**config.mk**
```make
export PLATFORM = sky130hd
export DESIGN_NAME = carryskip_sub_serial
export DESIGN_NICKNAME = d
export VERILOG_FILES = /design/src/rtl/carryskip_pkg.sv /design/src/rtl/sub_skip_digit.sv /design/src/rtl/carryskip_sub_serial.sv
export SDC_FILE = /design/constraint.sdc
export NUM_CORES = 1
export LEC_CHECK = 0
export ABC_AREA = 1
export CORE_ASPECT_RATIO = 0.8
export CORE_MARGIN = 10
export CORE_UTILIZATION = 50
export CTS_BUF_LIST = sky130_fd_sc_hd__clkbuf_16
export CTS_CLUSTER_SIZE = 20
export DETAILED_ROUTE_END_ITERATION = 8
export HOLD_SLACK_MARGIN = 0.1
export PLACE_DENSITY = 0.81
export SLEW_MARGIN = 20
export SYNTH_ARGS = -nofsm -noshare
export SYNTH_HDL_FRONTEND = slang
export SYNTH_SLANG_ARGS = --single-unit
```
**constraint.sdc**
```tcl
create_clock -name clk -period 5.5 [get_ports clk]
set_input_delay 1.1 -clock clk [delete_from_list [all_inputs] [get_ports clk]]
set_output_delay 1.1 -clock clk [all_outputs]
set_load 0.05 [all_outputs]
```
**src/rtl/carryskip_pkg.sv**
```systemverilog
// Shared definitions for the carry-skip subtractor family: default digit size,
// controller states and the operand-geometry sanity check.
package carryskip_pkg;

  localparam int DIGIT_DEFAULT = 4;

  typedef enum logic [1:0] {
    IDLE = 2'd0,
    RUN  = 2'd1,
    DONE = 2'd2
  } state_t;

  // True when a WIDTH-bit operand splits into a whole number of DIGIT-bit slices.
  function automatic bit width_ok(input int width, input int digit);
    return (width > 0) && (digit > 0) && ((width % digit) == 0);
  endfunction

endpackage

```
**src/rtl/sub_skip_digit.sv**
```systemverilog
// One DIGIT-wide carry-skip slice. The caller feeds the inverted subtrahend on y,
// so x + y + ci realises one digit of a - b with ci acting as the inverted borrow.
module sub_skip_digit
  import carryskip_pkg::*;
#(
  parameter int DIGIT = DIGIT_DEFAULT
) (
  input  logic [DIGIT-1:0] x,
  input  logic [DIGIT-1:0] y,
  input  logic             ci,
  output logic [DIGIT-1:0] s,
  output logic             co,
  output logic             pall
);

  logic [DIGIT-1:0] p;
  logic [DIGIT:0]   c;

  // Ripple chain across the slice: per-bit propagate, sum and generate/propagate carry.
  always_comb begin
    p    = x ^ y;
    c    = '0;
    s    = '0;
    c[0] = ci;
    for (int i = 0; i < DIGIT; i++) begin
      s[i]   = p[i] ^ c[i];
      c[i+1] = (x[i] & y[i]) | (p[i] & c[i]);
    end
  end

  // When every bit propagates the incoming carry bypasses the chain unchanged,
  // which is exactly what the ripple would have produced anyway.
  assign pall = &p;
  assign co   = pall ? ci : c[DIGIT];

endmodule

```
**src/rtl/carryskip_sub_serial.sv**
```systemverilog
// Digit-serial two's-complement subtractor: d = a - b - bin, one DIGIT-bit slice per
// clock LSB first, with a valid/ready handshake on both operands and result.
module carryskip_sub_serial
  import carryskip_pkg::*;
#(
  parameter int WIDTH = 32,
  parameter int DIGIT = DIGIT_DEFAULT
) (
  input  logic             clk,
  input  logic             rst,
  input  logic             in_valid,
  output logic             in_ready,
  input  logic [WIDTH-1:0] a,
  input  logic [WIDTH-1:0] b,
  input  logic             bin,
  output logic             out_valid,
  input  logic             out_ready,
  output logic [WIDTH-1:0] d,
  output logic             bout,
  output logic             ovf
);

  localparam int             N    = WIDTH / DIGIT;
  localparam int             CW   = (N > 1) ? $clog2(N) : 1;
  localparam logic [CW-1:0]  LAST = CW'(N - 1);

  generate
    if (!width_ok(WIDTH, DIGIT)) begin : g_bad_geometry
      $error("carryskip_sub_serial: WIDTH must be a positive multiple of DIGIT");
    end
  endgenerate

  state_t           state, next_state;
  logic [WIDTH-1:0] a_sh, b_sh;
  logic             carry;
  logic [CW-1:0]    cnt;
  logic             a_sign, b_sign;
  logic [DIGIT-1:0] slice_s;
  logic             slice_co, slice_pall;
  logic             carry_next;
  logic [WIDTH-1:0] d_next;
  logic             accept, last_digit;

  sub_skip_digit #(.DIGIT(DIGIT)) u_slice (
    .x    (a_sh[DIGIT-1:0]),
    .y    (b_sh[DIGIT-1:0]),
    .ci   (carry),
    .s    (slice_s),
    .co   (slice_co),
    .pall (slice_pall)
  );

  assign accept     = (state == IDLE) && in_valid;
  assign last_digit = (state == RUN) && (cnt == LAST);
  assign carry_next = slice_pall ? carry : slice_co;
  assign d_next     = WIDTH'({slice_s, d} >> DIGIT);

  // Controller state register.
  always_ff @(posedge clk) begin
    if (rst) state <= IDLE;
    else     state <= next_state;
  end

  // Next-state and handshake outputs: accept only when idle, present only when done.
  always_comb begin
    next_state = state;
    in_ready   = 1'b0;
    out_valid  = 1'b0;
    case (state)
      IDLE: begin
        in_ready = 1'b1;
        if (in_valid) next_state = RUN;
      end
      RUN: begin
        if (cnt == LAST) next_state = DONE;
      end
      DONE: begin
        out_valid = 1'b1;
        if (out_ready) next_state = IDLE;
      end
      default: next_state = IDLE;
    endcase
  end

  // Datapath: load operands on accept, consume one slice per RUN edge, finalise flags on the last slice.
  always_ff @(posedge clk) begin
    if (rst) begin
      a_sh   <= '0;
      b_sh   <= '0;
      carry  <= 1'b0;
      cnt    <= '0;
      a_sign <= 1'b0;
      b_sign <= 1'b0;
      d      <= '0;
      bout   <= 1'b0;
      ovf    <= 1'b0;
    end else if (accept) begin
      a_sh   <= a;
      b_sh   <= ~b;
      carry  <= ~bin;
      cnt    <= '0;
      a_sign <= a[WIDTH-1];
      b_sign <= b[WIDTH-1];
    end else if (state == RUN) begin
      a_sh  <= a_sh >> DIGIT;
      b_sh  <= b_sh >> DIGIT;
      d     <= d_next;
      carry <= carry_next;
      cnt   <= cnt + CW'(1);
      if (last_digit) begin
        bout <= ~carry_next;
        ovf  <= (a_sign != b_sign) && (slice_s[DIGIT-1] != a_sign);
      end
    end
  end

endmodule
```
==> results of run 1 <==
power breakdown:
| group | internal, mW | total, mW | leakage [nW] | switching (mW) |
|---|---|---|---|---|
| Clock | 0.362 | 0.659 | 0.153 | 0.297 |
| Combinational | 0.132 | 0.335 | 1.16 | 0.202 |
| Sequential | 0.825 | 0.861 | 0.871 | 0.0366 |
| Total | 1.32 | 1.85 | 2.18 | 0.536 |
cells in the mapped netlist, types with 3 or more instances:
master | count | share of area, %
a21oi_1 | 41 | 4.8
inv_2 | 3 | 0.26
fa_1 | 4 | 1.9
nand3_1 | 5 | 0.59
dfxtp_1 | 106 | 50
o21ai_0 | 41 | 4.8
nor2_4 | 3 | 0.79
ha_1 | 6 | 1.8
o21a_1 | 25 | 4.4
nor2_1 | 72 | 6.3
inv_1 | 13 | 1.1
buf_2 | 20 | 2.3
nand2_1 | 166 | 15
a31oi_1 | 28 | 4.1
clkbuf_1 | 14 | 1.2
or2_2 | 5 | 0.73
worst reg2reg max path: stages (launching register included):
cell     delay, ns
dfxtp_1       0.38
inv_2         0.07
nor2_4        0.66
buf_4         0.61
inv_2         0.42
nor2_1        0.22
nor2_1        0.07
final timing paths:
check | start | cells past startpoint | slack [ns] | to
worst min-delay path | b_sh[11] | 2 | 0.47 | b_sh[11]
worst max-delay path | rst | 5 | 2.54 | a_sh[31]
worst max register to register | state[0] | 6 | 2.97 | d[27]
worst min register to register | b_sh[11] | 2 | 0.47 | b_sh[11]
layer usage:
layer	part of all wire, %	wire (microns)
met1	43	4650
met2	49	5360
met3	7.3	790
met4	0.51	55
met5	0	0
area by class of cell:
| cell class | count | area share, % |
|---|---|---|
| clock buffers | 9 | 4.00 |
| well taps | 112 | 2.49 |
| clock inverters | 7 | 1.51 |
| multi-input cells | 398 | 34.3 |
| inverters | 17 | 1.13 |
| repair buffers | 108 | 18.9 |
| flip-flops and latches | 106 | 37.7 |
sequential cells by signal, indices dropped and copies added (netlist names), named ones only:
register,cells
a_sh,32
a_sign,1
b_sh,32
b_sign,1
bout,1
cnt,3
d,32
ovf,1
state,2
through the flow:
| stage | hold WS (ns) | utilization, % | cells | power (mW) |
|---|---|---|---|---|
| final | 0.467 | 67.0 | 757 | 1.85 |
| after global routing | 0.490 | 67.0 | 757 | 1.93 |
| after CTS | 0.469 | 67.0 | 757 | 1.87 |
| after detailed placement | 0.458 | 63.3 | 741 | 1.21 |
| after global placement | 0.450 | 63.3 | 741 | 1.20 |
| after floorplan | 0.440 | - | 556 | 1.09 |
cells by family after synthesis:
logic type	after synthesis	share of synthesized area, %
DFF	106	49.6
adders and majority gates	10	3.63
xor gates and xnor gates	1	0.205
buffers and inverters	52	5.24
AOI/OAI and AO/OA	136	18.3
and+or+nand+nor	251	23.0
==> metrics, run 1 <==
setup TNS=0 ns; hold bufs inserted after CTS=0; period utilization=53.8%; most frequent cells in the layout=nand2_1 (166), dfxtp_1 (106), clkdlybuf4s50_1 (103), nor2_1 (72); Initial DRC Count=295; Critical Path Max Stage Delay=0.88 ns; WP buf/inv=3; Critical Path End Type=register; post-DR vias/cell=5.14; share of flip-flops with an asynchronous set or reset=0%; die outline height=103 microns; fillcell total=706; Slew headroom=42.1%; CTS buffer count=9; WL/cell=14.3 microns; synthesized flop and latch total=106; CTS max path bufs=2; number of synthesis warnings=0; Initial Utilization=50.9%; clk_lat worst skew=0.34 ns; critical-path maximum fanout=67; clk slew on worst S/H paths=0.07 ns; # setup viols final=0; status=complete, no violations; first-pass GRT wire length=17.6 mm; antenna cells=0; IO Pins=105; max-cap check violation count=0; Clock Sinks=106; Congestion Overflow GR=0; layout cell share with drive strength beyond 1=4.96%; Final Hold Fails=0; synth unique cells=20; TritonRoute pass-1 iters=5; Synth Area per Inst=7.69 sq um; Post-CTS Setup Repair Bufs=0; GR Util met2=29.2%; H-Tree Depth=3; layout net count=719; Max stage delay cell, worst path=clkinv_1; met1 usage=20.2%; fmax=338 MHz; Routed Antenna Nets=0; VDD IR max=203 uV; P per Cell Area=329 nW/um^2; antenna violations before repair=0; gr busiest metal=met2; cell leakage power=2.18 nW; PostCTS Resize Cnt=0; skew final=0.00877 ns; vias=3,888; dpl ws=2.18 ns; multi-input logic area=1930 sq um; post-DP HPWL=7.60 mm; std cell rows=30; CTS root buf=clkbuf_16; largest net degree at the start of global routing=68; final WL=10.9 mm; cell area after layout=5630 sq um; CP Data Required Time=5.72 ns; critical path class=input pin to register; drt drc=0; CP Data Arrival Time=3.17 ns; most common cell after layout, fill and taps aside=nand2_1; met3 Use GR=5.58%; RSZ-0062 raised after global routing=no; PortBufs=104; placer congestion estimate=0.803; register area=2120 sq um; CP top delay family=buffers and inverters; Core ar.=8410 sq um; sequential share of the synthesized area=49.6%; Pins Over Slew Limit=0; critical-path cell list=buf_2, buf_4, clkinv_1, nand2_1, o21ai_0; synthesized instance count=556; HP Class=register to register; chip width=123 microns; vias in the first global route=3,766; EDFF count, synth=0; Layout area overhead=31.7%; full die area=12,700 sq um; main flop type after synthesis=dfxtp_1; Post-DP Area=5320 sq um; GRT Total Usage=16.8%; Post-Syn Area=4280 sq um; setup ws final=2.54 ns; worst slew pin tran=0.866 ns; CTS tree=yes; CP Launch Type=input pin; Final min period=2.96 ns; syn nets=635
(Power assumes the default switching activity.)
==> inputs of run 2 (changes only) <==
CORE_UTILIZATION = 44   (was 50)
PLACE_DENSITY = 0.75   (was 0.81)
clock period = 2.4 ns   (was 5.5 ns; I/O delays follow)
==> run 2 against run 1 <==
  * Core utilization decreased by 8.0 points
  * Largest power group unchanged
  * Design area up 0.18%
  * Clock skew is 0.0034 ns lower
  * Highest routed layer unchanged
  * Critical path type is now register to output pin
  * Critical endpoint is now out_valid
  * Total power increased by 120%
  * Flip-flop and latch count unchanged
  * Cell count up 1.2%
  * Combinational power up 130%
  * Hold slack worse by 0.0045 ns
==> metrics, run 2 (synthesis gave the netlist of run 1 again) <==
Routed Antenna Nets=0 (unchanged); layout cell share with drive strength beyond 1=5.41% (+0.45 points); Clock Sinks=106 (unchanged); CTS buffer count=9 (unchanged); first-pass GRT wire length=17.8 mm (+1.1%); drt drc=0 (unchanged); Congestion Overflow GR=0 (unchanged); largest net degree at the start of global routing=97 (+43%); vias=3,860 (-0.72%); Slew headroom=30.4% (-12 points); Initial Utilization=44.7% (-6.2 points); critical-path maximum fanout=3 (-96%); clk slew on worst S/H paths=0.07 ns (about the same); status=complete, no violations; CP Data Arrival Time=1.82 ns (-1.35 ns); Critical Path Max Stage Delay=0.86 ns (-0.02 ns); Critical Path End Type=output pin; RSZ-0062 raised after global routing=no; P per Cell Area=738 nW/um^2 (+120%); WL/cell=14.4 microns (+0.16%); critical path class=register to output pin; post-DR vias/cell=5.04 (-1.9%); CP Data Required Time=1.92 ns (-3.80 ns); layout net count=722 (+0.42%); period utilization=95.7%; WP buf/inv=2 (-1); antenna cells=0 (unchanged); clk_lat worst skew=0.34 ns (about the same); final core occ=59.0% (-8.0 points); top flop regs=a_sh (32), b_sh (32), d (32); chip width=130 microns (+5.5%); TritonRoute pass-1 iters=4 (-1); Final Hold Fails=0 (unchanged); fmax=435 MHz; Core ar.=9570 sq um (+14%); antenna violations before repair=0 (unchanged); Pins Over Slew Limit=0 (unchanged); CTS tree=yes; max-cap check violation count=0 (unchanged); dpl ws=-0.104 ns (-2.29 ns); Layout area overhead=31.9%; skew final=0.00537 ns (-0.00340 ns); Final min period=2.30 ns; vias in the first global route=3,824 (+1.5%); # setup viols final=0 (unchanged); cell leakage power=2.17 nW (-0.35%); die outline height=108 microns (+5.3%); CTS max path bufs=2 (unchanged); most frequent cells in the layout=nand2_1 (166), dfxtp_1 (106), clkdlybuf4s50_1 (103), nor2_1 (72); std cell rows=32 (+6.7%); PortBufs=104 (unchanged); setup TNS=0 ns (unchanged); post-DP HPWL=7.68 mm (+1.1%); IO Pins=105 (unchanged); CP Launch Type=register; GRT Total Usage=15.5% (-1.4 points); Post-CTS Setup Repair Bufs=0 (unchanged); worst slew pin tran=1.04 ns (+0.176 ns); VDD IR max=380 uV (+87%); critical-path cell list=inv_2, nor2_1, clkdlybuf4s50_1; full die area=14,100 sq um (+11%); Max stage delay cell, worst path=clkdlybuf4s50_1; CTS root buf=clkbuf_16; setup ws final=0.104 ns (-2.44 ns); Initial DRC Count=332 (+13%); HP Class=register to register; H-Tree Depth=3 (unchanged); final WL=11.0 mm (+1.4%); fillcell total=853 (+21%); CP top delay family=buffers and inverters; most common cell after layout, fill and taps aside=nand2_1; placer congestion estimate=0.823 (+2.5%)
run 2: cell count changes in the layout (fill, tap and decap cells not counted), sizes merged:
cell / before / now
clkinvlp: 0 / 2
buf: 5 / 8
inv: 19 / 16
run 2: final cells by class:
type | instances | area, sq um | share of cell area, %
Sequential cell | 106 | 2120 | 37.6
Multi-Input combinational cell | 398 | 1940 | 34.3
Clock buffer | 9 | 225 | 3.99
Tap cell | 119 | 149 | 2.64
Clock inverter | 6 | 58.8 | 1.04
Timing Repair Buffer | 111 | 1090 | 19.3
Inverter | 17 | 63.8 | 1.13
run 2: repair_timing:
action | in CTS | in global routing
hold buffers | 0 | 0
endpoints found under the setup margin | 0 | 1
resized for setup | 0 | 2
hold endpoints to repair | 0 | 0
run 2: layer usage:
layer  part of all wire (%)  global-route usage, %
met1                     46                   18.7
met2                     45                   25.2
met4                    1.5                   4.89
met3                    7.9                   5.53
met5                      0                      0
run 2: final timing paths:
check	from	endpoint	slack, ns	cells past startpoint
setup reg to reg	a_sh[0]	ovf	0.16	10
hold reg to reg	a_sh[30]	a_sh[30]	0.46	2
hold / removal	a_sh[30]	a_sh[30]	0.46	2
setup / recovery	state[1]	out_valid	0.10	3
run 2: power by group:
part	internal, mW	switching, mW	leakage, nW
clock	0.795	0.621	0.135
combinational	0.309	0.465	1.17
sequential	1.89	0.0847	0.871
total	2.99	1.17	2.17
run 2: worst min-delay path, cell delays in order, from the launching register on:
cell,delay [ns]
dfxtp_1,0.31
nand2_1,0.06
a21oi_1,0.05
run 2: per-stage QoR:
step                      hold WS [ns]  std cells  power (mW)  area [sq um]
after floorplan                  0.440        556        2.49          4280
after global placement           0.449        751        2.77          5350
after detailed placement         0.454        751        2.79          5350
after CTS                        0.463        766        4.19          5640
after global routing             0.481        766        4.35          5640
final                            0.463        766        4.17          5640
==> edit, RTL diff (settings of run 1) <==
Register the output `ovf` once more, cleared by the reset; this adds one clock of latency there. The other outputs are not delayed to match.
--- a/src/rtl/carryskip_sub_serial.sv
+++ b/src/rtl/carryskip_sub_serial.sv
@@ -25,2 +25,4 @@
   localparam logic [CW-1:0]  LAST = CW'(N - 1);
+
+  logic ovf_s0;
 
@@ -95,3 +97,3 @@
       bout   <= 1'b0;
-      ovf    <= 1'b0;
+      ovf_s0 <= 1'b0;
     end else if (accept) begin
@@ -111,3 +113,3 @@
         bout <= ~carry_next;
-        ovf  <= (a_sign != b_sign) && (slice_s[DIGIT-1] != a_sign);
+        ovf_s0 <= (a_sign != b_sign) && (slice_s[DIGIT-1] != a_sign);
       end
@@ -116,2 +118,10 @@
 
+  always_ff @(posedge clk) begin
+    if (rst) begin
+      ovf <= '0;
+    end else begin
+      ovf <= ovf_s0;
+    end
+  end
+
 endmodule
Function: changed (a bounded check fails within 10 cycles, from zero or initial values and one cycle with rst high).
==> edit against run 1 <==
Worst setup slack better by 160 ps. Final area up 0.29%. Critical path depth down 3. Sequential share of layout area up 0.25 points. Global-route usage down 1.2 points. Routed wire length down 0.54%. Critical path type is now flop to output port. Utilization down 0.69 points. Die area up 2.4%. Area after synthesis up 3.0%. Total power down 0.54%. Sequential cell count up 1. Sequential power up 1%. Clock power down 3.9%.
==> edit: results (changes against run 1) <==
[placed_design]
dp.cells=739  ; was 741
dp_hpwl_um=7510  ; was 7600 um
place_ws_ps=2370  ; was 2180 ps

[worst_setup_path]
reg2regPathDepth=8  ; was 6
critPathMaxFanout=5  ; was 67
timing.rr.end=ovf_s0  ; was d[27]
rrSetupSlack_ps=3120  ; was 2970 ps
critPathArrivalTime_ps=1700  ; was 3170 ps
startpoint=state[0]  ; was rst
r2r-start=b_sh[0]  ; was state[0]

[outcome]
outcome=finished, final reports clean  ; unchanged

[grt]
grt_pass1_wl_um=17500  ; was 17600 um
grt_use_total_pct=15.6  ; was 16.8%
grt_pass1_vias=3780  ; was 3766
grt_max_degree=95  ; was 68

[synth]
synthTopCellsByArea=dfxtp_1 (49%), nand2_1 (14%), nor2_1 (6.0%)  ; was dfxtp_1 (50%), nand2_1 (15%), nor2_1 (6.3%)
synthDistinctLibCells=29  ; was 20
synthTopCellsByCount=nand2_1 (167), dfxtp_1 (107), nor2_1 (70)  ; was nand2_1 (166), dfxtp_1 (106), nor2_1 (72)
yosysWarnings=0  ; unchanged
yosysSeqAreaShare_pct=48.7  ; was 49.6%
synthCells=559  ; was 556
synth_fp_nets=638  ; was 635

[timing]
tightest_slew_ps=918  ; was 866 ps
skew_ps=9.63  ; was 8.77 ps
fmax_mhz=357  ; was 338 MHz

[routing]
wirelength_met1_um=4830  ; was 4650 um
via_count=3941  ; was 3888
wl_met3_um=673  ; was 790 um
drt_iter0_drc=266  ; was 295
wl_per_cell_um=14.3  ; about the same
met2_length_um=5220  ; was 5360 um

[cts]
worstSkewPairLatency_ps=340  ; about the same

[worst_hold_path]
hold_start=ovf_s0  ; was b_sh[11]

[layout]
drive_above_1_share_pct=5.30  ; was 4.96%
nNetsFinal=717  ; was 719

[power_and_ir_drop]
irDropWorstVdd_mv=0.164  ; was 0.203 mV
p_leak_nw=2.10  ; was 2.18 nW
switchingPower_mw=0.525  ; was 0.536 mW

==> edit: worst min-delay path by stage <==
stage	slack (ps)	depth (start not counted)	endpoint
6_report	430	2	ovf
4_1_cts	440	2	ovf
5_1_grt	460	2	ovf
3_5_place_dp	430	2	ovf
3_3_place_gp	420	2	ovf
2_1_floorplan	400	2	ovf
==> edit: cells by family (layout without fill, tap and decap cells) <==
kind of cell	count (synthesis)	count (layout)	synth area share (%)
AOI/OAI and AO/OA	136	136	18.3
xor gates and xnor gates	1	1	0.199
adders and majority gates	10	10	3.52
buffers and inverters	54	137	6.73
DFF	107	107	48.7
and+or+nand+nor	251	251	22.6
==> edit: final cells by class <==
type                    instances  area (um2)
flip-flops and latches        107        2140
clock inverters                 6        65.1
well taps                     112         140
multi-input cells             398        1970
fillers                       721        2870
repair buffers                105        1040
inverters                      17        66.3
clock buffers                   9         225
==> edit: power groups by stage <==
stage	Clock (mW)	Sequential, mW	Combinational (mW)
2_1_floorplan	0	0.949	0.164
5_1_grt	0.671	0.877	0.371
4_1_cts	0.640	0.870	0.343
3_3_place_gp	0	0.885	0.334
6_report	0.633	0.870	0.341
3_5_place_dp	0	0.887	0.342
==> edit: critical path, delay by kind of cell (launching register included) <==
family | cells | cell delay (ps)
AND/OR/NAND/NOR | 1 | 160
buffers and inverters | 1 | 820
flip-flops | 1 | 380
==> edit: per-layer routing <==
layer	track usage (%)	vias up
met1	17.8	1853
met4	3.20	0
met2	27.6	106
met5	0	-
met3	5.30	5
li1	-	1977
